## config.mk

```make
export PLATFORM = sky130hd
export DESIGN_NAME = store_merge_rmw
export DESIGN_NICKNAME = d
export VERILOG_FILES = /design/src/rtl/store_merge_rmw.sv
export SDC_FILE = /design/constraint.sdc
export NUM_CORES = 1
export LEC_CHECK = 0
export ABC_AREA = 1
export BUFFER_PORTS_ARGS = -buffer_cell sky130_fd_sc_hd__buf_2
export CORE_MARGIN = 8
export CORE_UTILIZATION = 40
export CTS_CLUSTER_DIAMETER = 40
export DETAILED_ROUTE_END_ITERATION = 10
export PLACE_DENSITY = 0.77
export SYNTH_ARGS = -nofsm -noshare
export SYNTH_HDL_FRONTEND = slang
export SYNTH_SLANG_ARGS = --single-unit
export TNS_END_PERCENT = 1
```

## constraint.sdc

```tcl
create_clock -name clk -period 2.9 [get_ports clk]
set_input_delay 0.435 -clock clk [delete_from_list [all_inputs] [get_ports clk]]
set_output_delay 0.435 -clock clk [all_outputs]
set_load 0.02 [all_outputs]
```

## src/rtl/store_merge_rmw.sv

```systemverilog
// Sub-word store unit: SW writes directly, SB/SH do read-merge-write.
// Holds busy high for the whole transaction to stall the pipeline.
module store_merge_rmw (
   input  logic        clk,
   input  logic        rst,
   input  logic        req_valid,
   input  logic [1:0]  req_op,
   input  logic [31:0] req_addr,
   input  logic [31:0] req_wdata,
   output logic        busy,
   output logic        done,
   output logic        err,
   output logic [31:0] mem_addr,
   output logic        mem_rd_en,
   input  logic [31:0] mem_rdata,
   output logic        mem_wr_en,
   output logic [31:0] mem_wdata
);

   localparam logic [2:0] S_IDLE  = 3'd0;
   localparam logic [2:0] S_READ  = 3'd1;
   localparam logic [2:0] S_WAIT  = 3'd2;
   localparam logic [2:0] S_WRITE = 3'd3;
   localparam logic [2:0] S_ERR   = 3'd4;

   localparam logic [1:0] OP_SW = 2'd0;
   localparam logic [1:0] OP_SH = 2'd1;
   localparam logic [1:0] OP_SB = 2'd2;
   localparam logic [1:0] OP_RS = 2'd3;

   logic [2:0]  state_q, state_d;
   logic [1:0]  op_q, op_d;
   logic [31:0] addr_q, addr_d;
   logic [31:0] wdata_q, wdata_d;
   logic [31:0] merged_q, merged_d;

   logic        bad_req;
   logic [31:0] merged;

   assign bad_req = (req_op == OP_RS)
                  | ((req_op == OP_SW) & (req_addr[1:0] != 2'b00))
                  | ((req_op == OP_SH) & req_addr[0]);

   // Unselected lanes pass through bit-identical from the read word.
   always_comb begin
      merged = mem_rdata;
      if (op_q == OP_SB)
         merged[{addr_q[1:0], 3'b000} +: 8] = wdata_q[7:0];
      else if (op_q == OP_SH)
         merged[{addr_q[1], 4'b0000} +: 16] = wdata_q[15:0];
   end

   always_comb begin
      state_d  = state_q;
      op_d     = op_q;
      addr_d   = addr_q;
      wdata_d  = wdata_q;
      merged_d = merged_q;
      unique case (state_q)
         S_IDLE: begin
            if (req_valid) begin
               op_d    = req_op;
               addr_d  = req_addr;
               wdata_d = req_wdata;
               if (bad_req)
                  state_d = S_ERR;
               else if (req_op == OP_SW)
                  state_d = S_WRITE;
               else
                  state_d = S_READ;
            end
         end
         S_READ: state_d = S_WAIT;
         S_WAIT: begin
            merged_d = merged;
            state_d  = S_WRITE;
         end
         S_WRITE: state_d = S_IDLE;
         S_ERR:   state_d = S_IDLE;
         default: state_d = S_IDLE;
      endcase
   end

   always_ff @(posedge clk) begin
      if (rst) begin
         state_q  <= S_IDLE;
         op_q     <= 2'b00;
         addr_q   <= 32'h0;
         wdata_q  <= 32'h0;
         merged_q <= 32'h0;
      end else begin
         state_q  <= state_d;
         op_q     <= op_d;
         addr_q   <= addr_d;
         wdata_q  <= wdata_d;
         merged_q <= merged_d;
      end
   end

   assign busy      = (state_q != S_IDLE);
   assign done      = (state_q == S_WRITE) | (state_q == S_ERR);
   assign err       = (state_q == S_ERR);
   assign mem_rd_en = (state_q == S_READ);
   assign mem_wr_en = (state_q == S_WRITE);
   assign mem_addr  = busy ? {addr_q[31:2], 2'b00} : 32'h0;
   assign mem_wdata = (state_q != S_WRITE) ? 32'h0
                    : (op_q == OP_SW) ? wdata_q : merged_q;

endmodule

```

## Word-level counts from Yosys, hierarchy flattened

Index checks and enable logic that the tools add are counted.

| word-level totals | value |
|---|---|
| output and inout port bits | 69 |
| input bits | 101 |
| register bits after elaboration | 101 |

| cells by class | value |
|---|---|
| equal/unequal tests | 10 |
| shift operators | 4 |
| add/subtract/negate cells | 2 |
| multiplexer cells | 11 |
| reduce and logical (&&, ||, !) cells | 6 |
| bitwise gates (word level) | 5 |

Operators with widths:

| cell | count |
|---|---|
| two-way mux 32 bit | 5 |
| bitwise mux 32 bit | 2 |
| variable shift 16 x 7 -> 32 bit, first input constant | 1 |
| variable shift 8 x 7 -> 32 bit, first input constant | 1 |
| indexed part select 16 x 7 -> 32 bit | 1 |
| indexed part select 8 x 7 -> 32 bit | 1 |
| negator 5 -> 7 bit | 2 |
| case mux 3 bit (3 select lines) | 1 |
| == test 3 x 2 -> 1 bit, second input constant | 2 |
| two-way mux 3 bit | 2 |
| == test 2 x 1 -> 1 bit, second input constant | 2 |
| == test 2 bit, second input constant | 2 |
| zero test 2 bit | 2 |
| == test 3 x 1 -> 1 bit, second input constant | 1 |
| == test 3 bit, second input constant | 1 |
| zero test 3 bit | 1 |
| != test 3 x 2 -> 1 bit, second input constant | 1 |
| OR 1 bit | 3 |
| nonzero test 3 bit | 1 |
| AND 1 bit | 2 |
| two-way mux 2 bit | 1 |
| != test 2 bit, second input constant | 1 |
| AND reduction 2 bit | 1 |
| nonzero test 2 bit | 1 |

## Logic depth before layout (Yosys ltp)

| logic depth | value |
|---|---|
| word-level depth | 7 |
| depth in mapped cells | 10 |

## Worst setup path after synthesis

OpenSTA, ideal clock, no wires.

| timing path | value |
|---|---|
| path type | register to output |
| from | register state_q[0] |
| to | output port mem_wdata[22] |
| arrival | 1.361 ns |
| slack | 1.104 ns |
| path buffers | 1 |
| stages on the path, launching flop included | 6 |
| cells stage by stage | dfxtp_1 inv_2 nor3_4 buf_2 o21ai_0 a21oi_1 |

| on the way | value |
|---|---|
| longest elaborated chain between the ends | 2 |

Ends and longest elaborated chain:

| what | RTL line | RTL |
|---|---|---|
| start, declared | 31 | `logic [2:0] state_q, state_d;` |
| start signal, assigned | 92 | `state_q <= state_d;` |
| != test 3 x 2 -> 1 bit | 106 | `assign mem_wdata = (state_q != S_WRITE) ? 32'h0` |
| two-way mux 32 bit | 106 |  |
| end, declared | 17 | `output logic [31:0] mem_wdata` |

Every way passes these cells.

## Worst setup path in the final report

| timing path | value |
|---|---|
| from | register state_q[0] |
| to | output port mem_wdata[25] |

Same word-level chain as after synthesis.

==> flow_summary.json <==
{
  "fin_worst_skew_ns": 0.0126,
  "period_needed_ns": 2.50,
  "cts_tree": "built",
  "setup_viol": 0,
  "yosysTopAreaCell": "dfxtp_1",
  "worstPathMaxFanout": 27,
  "dieArea_um2": 17600,
  "ys_ff_latch": 101,
  "start_util": 0.411,
  "critPathCaptureType": "output port",
  "via_per_inst": 5.13,
  "drtPass1Iterations": 5,
  "grt_max_degree": 72,
  "grt_pass1_vias": 5777,
  "cts_buffers": 9,
  "postSynthAreaPerCell_um2": 6.55,
  "met3_usage": 0.0590,
  "drt_iter0_markers": 377,
  "coreArea_um2": 13200,
  "status": "finished clean",
  "regArea_um2": 2020,
  "syn-instance-count": 831,
  "cts_sinks": 101,
  "maxCapViolCount": 0,
  "hold_viol": 0,
  "top_usage_layer": "met2",
  "fp.dieH_um": 133,
  "synth.cell_area_um2": 5440,
  "holdPathStages": 3,
  "worstPathRequired_ns": 2.47,
  "fin_cells": 1146,
  "grt_setup_unrepaired": "no",
  "grtUsageMet2": 0.311,
  "detail_route.wl_per_cell_um": 15.0,
  "cts_resized": 0,
  "synth.top_cell.area_share": 0.372,
  "setup_tns_ns": 0,
  "slew_violations": 0,
  "row_count": 42,
  "place.gp.congestion": 0.870,
  "overflow": 0,
  "synth.area.top_cells": "dfxtp_1, a21oi_1, o21ai_0",
  "postCtsSetupBuffers": 0,
  "critical_path_class": "reg2out",
  "drc": 0,
  "fin_crit_sh": 0.861,
  "dp_hpwl_mm": 12.4,
  "ys_types": 27,
  "path_clk_slew_ns": 0.07,
  "multi_input_area_um2": 2830,
  "grt_use_met1": 0.241,
  "synth_edf_count": 0,
  "grt_pass1_wl_mm": 28.5,
  "relSlewSlack": 0.556,
  "fillCellCount": 1413,
  "tightest_slew_ns": 0.666,
  "nets": 1070,
  "peakVddDrop_mv": 0.361,
  "die_width_um": 133,
  "hp-class": "in2reg",
  "r2r_slack_ns": 0.72,
  "drive_gt1_frac": 0.228,
  "vias": 5874,
  "io_buffer_count": 167,
  "r2r_cells": 7,
  "start_kind": "flip-flop",
  "antenna_found_initial": 1,
  "synth-main-ff-cell": "dfxtp_1",
  "p_leak_uw": 0.00302,
  "clk_path_buf_depth": 2,
  "cts_hold_buf": 0,
  "ys_async_sr_fraction": 0,
  "wl_mm": 17.1,
  "area_growth_pct": 21.3,
  "fmax_mhz": 400,
  "place_inst": 1129,
  "insertion_delay_ns": 0.36,
  "powerDensity_nw_per_um2": 539,
  "cp_data_arrival_time_ns": 2.06,
  "htree_levels": 3,
  "ant_nets": 0,
  "root_buffer": "clkbuf_16",
  "track_usage": 0.196,
  "yosysWarnings": 0,
  "fin_util": 0.498,
  "ys_seq_area_frac": 0.372,
  "io_pins": 170
}
[metal layers]
metal  vias to the layer above  part of all wire  wire length (um)
li1                       2987                 -                 -
met1                      2614              0.44              7500
met2                       244              0.45              7760
met3                        29             0.084              1440
met4                         0             0.026               449
met5                         -                 0                 0
[cells in the mapped netlist (3+ instances only)]
master / number
nor3_2: 3
dfxtp_1: 101
o21ai_0: 136
clkbuf_1: 27
nand2_4: 4
ha_1: 5
nand2_1: 157
nor2_1: 61
clkinv_1: 4
buf_2: 20
a21oi_2: 7
buf_4: 5
inv_2: 7
a21oi_1: 156
o21ai_1: 6
nand3_1: 40
inv_1: 78
[path summary, 6_finish.rpt]
path                 from            end
min reg2reg    addr_q[16]     addr_q[16]
max            state_q[0]  mem_wdata[25]
min          req_wdata[5]     wdata_q[5]
max reg2reg     addr_q[1]   merged_q[12]
[critical path, stage by stage (launching register included)]
cell     delay (ns)
dfxtp_1        0.39
inv_2          0.08
nor3_4         0.31
buf_4          0.35
o21ai_0        0.18
a21oi_1        0.20
buf_2          0.20
[sequential cells by signal, indices dropped and copies added (netlist names)]
signal	count
addr_q	32
merged_q	32
wdata_q	32
state_q	3
op_q	2
[metrics by stage]
step	power (uW)	setup slack, ns	hold slack, ns	instance area (um2)
2_1_floorplan	2190	1.10	0.430	5440
3_3_place_gp	2420	0.763	0.438	6320
3_5_place_dp	2440	0.736	0.442	6320
4_1_cts	3590	0.357	0.339	6600
5_1_grt	3770	0.219	0.352	6600
6_report	3550	0.403	0.352	6600
[kinds of logic after synthesis]
family	Yosys count	synth area share
other	1	0.000689
and+or+nand+nor	275	0.220
adders and majority gates	5	0.0115
AOI/OAI and AO/OA	305	0.285
buffers and inverters	144	0.110
DFF	101	0.372
[cell type report]
cell class / count / area share
Antenna cell: 1 / 0.000379
Clock buffer: 11 / 0.0368
Clock inverter: 5 / 0.00512
Inverter: 89 / 0.0506
Multi-Input combinational cell: 587 / 0.428
Sequential cell: 101 / 0.306
Tap cell: 176 / 0.0334
Timing Repair Buffer: 176 / 0.139
[report_power, final]
| group | switching (uW) | total [uW] | leakage [uW] | internal (uW) |
|---|---|---|---|---|
| clock | 534 | 1140 | 0.000132 | 606 |
| sequential | 79.0 | 1590 | 0.000831 | 1510 |
| combinational | 563 | 821 | 0.00205 | 258 |
[cell usage in the layout, fill, tap and decap left out]
cell	netlist	layout
buf_4	5	8
clkinv_2	0	2
o21ai_1	6	6
diode_2	0	1
inv_2	7	8
nand2_1	157	157
clkinv_1	4	3
o21ai_0	136	136
ha_1	5	5
clkbuf_8	0	1
inv_6	0	1
nand2_4	4	4
dfxtp_1	101	101
buf_2	20	167
nor2_4	2	3
nor3_2	3	3
nor2_8	1	1
or2_2	1	1
nand3_1	40	40
clkbuf_16	0	9
nor2_2	2	1
clkbuf_1	27	1
nor3_4	2	2
inv_1	78	78
nor2_1	61	61
conb_1	1	2
clkinvlp_4	0	2
a21oi_1	156	156
buf_12	0	1
a21oi_2	7	7
nor3_1	1	1
nand4_1	1	1
No activity file was read; power rests on OpenSTA's default activity.
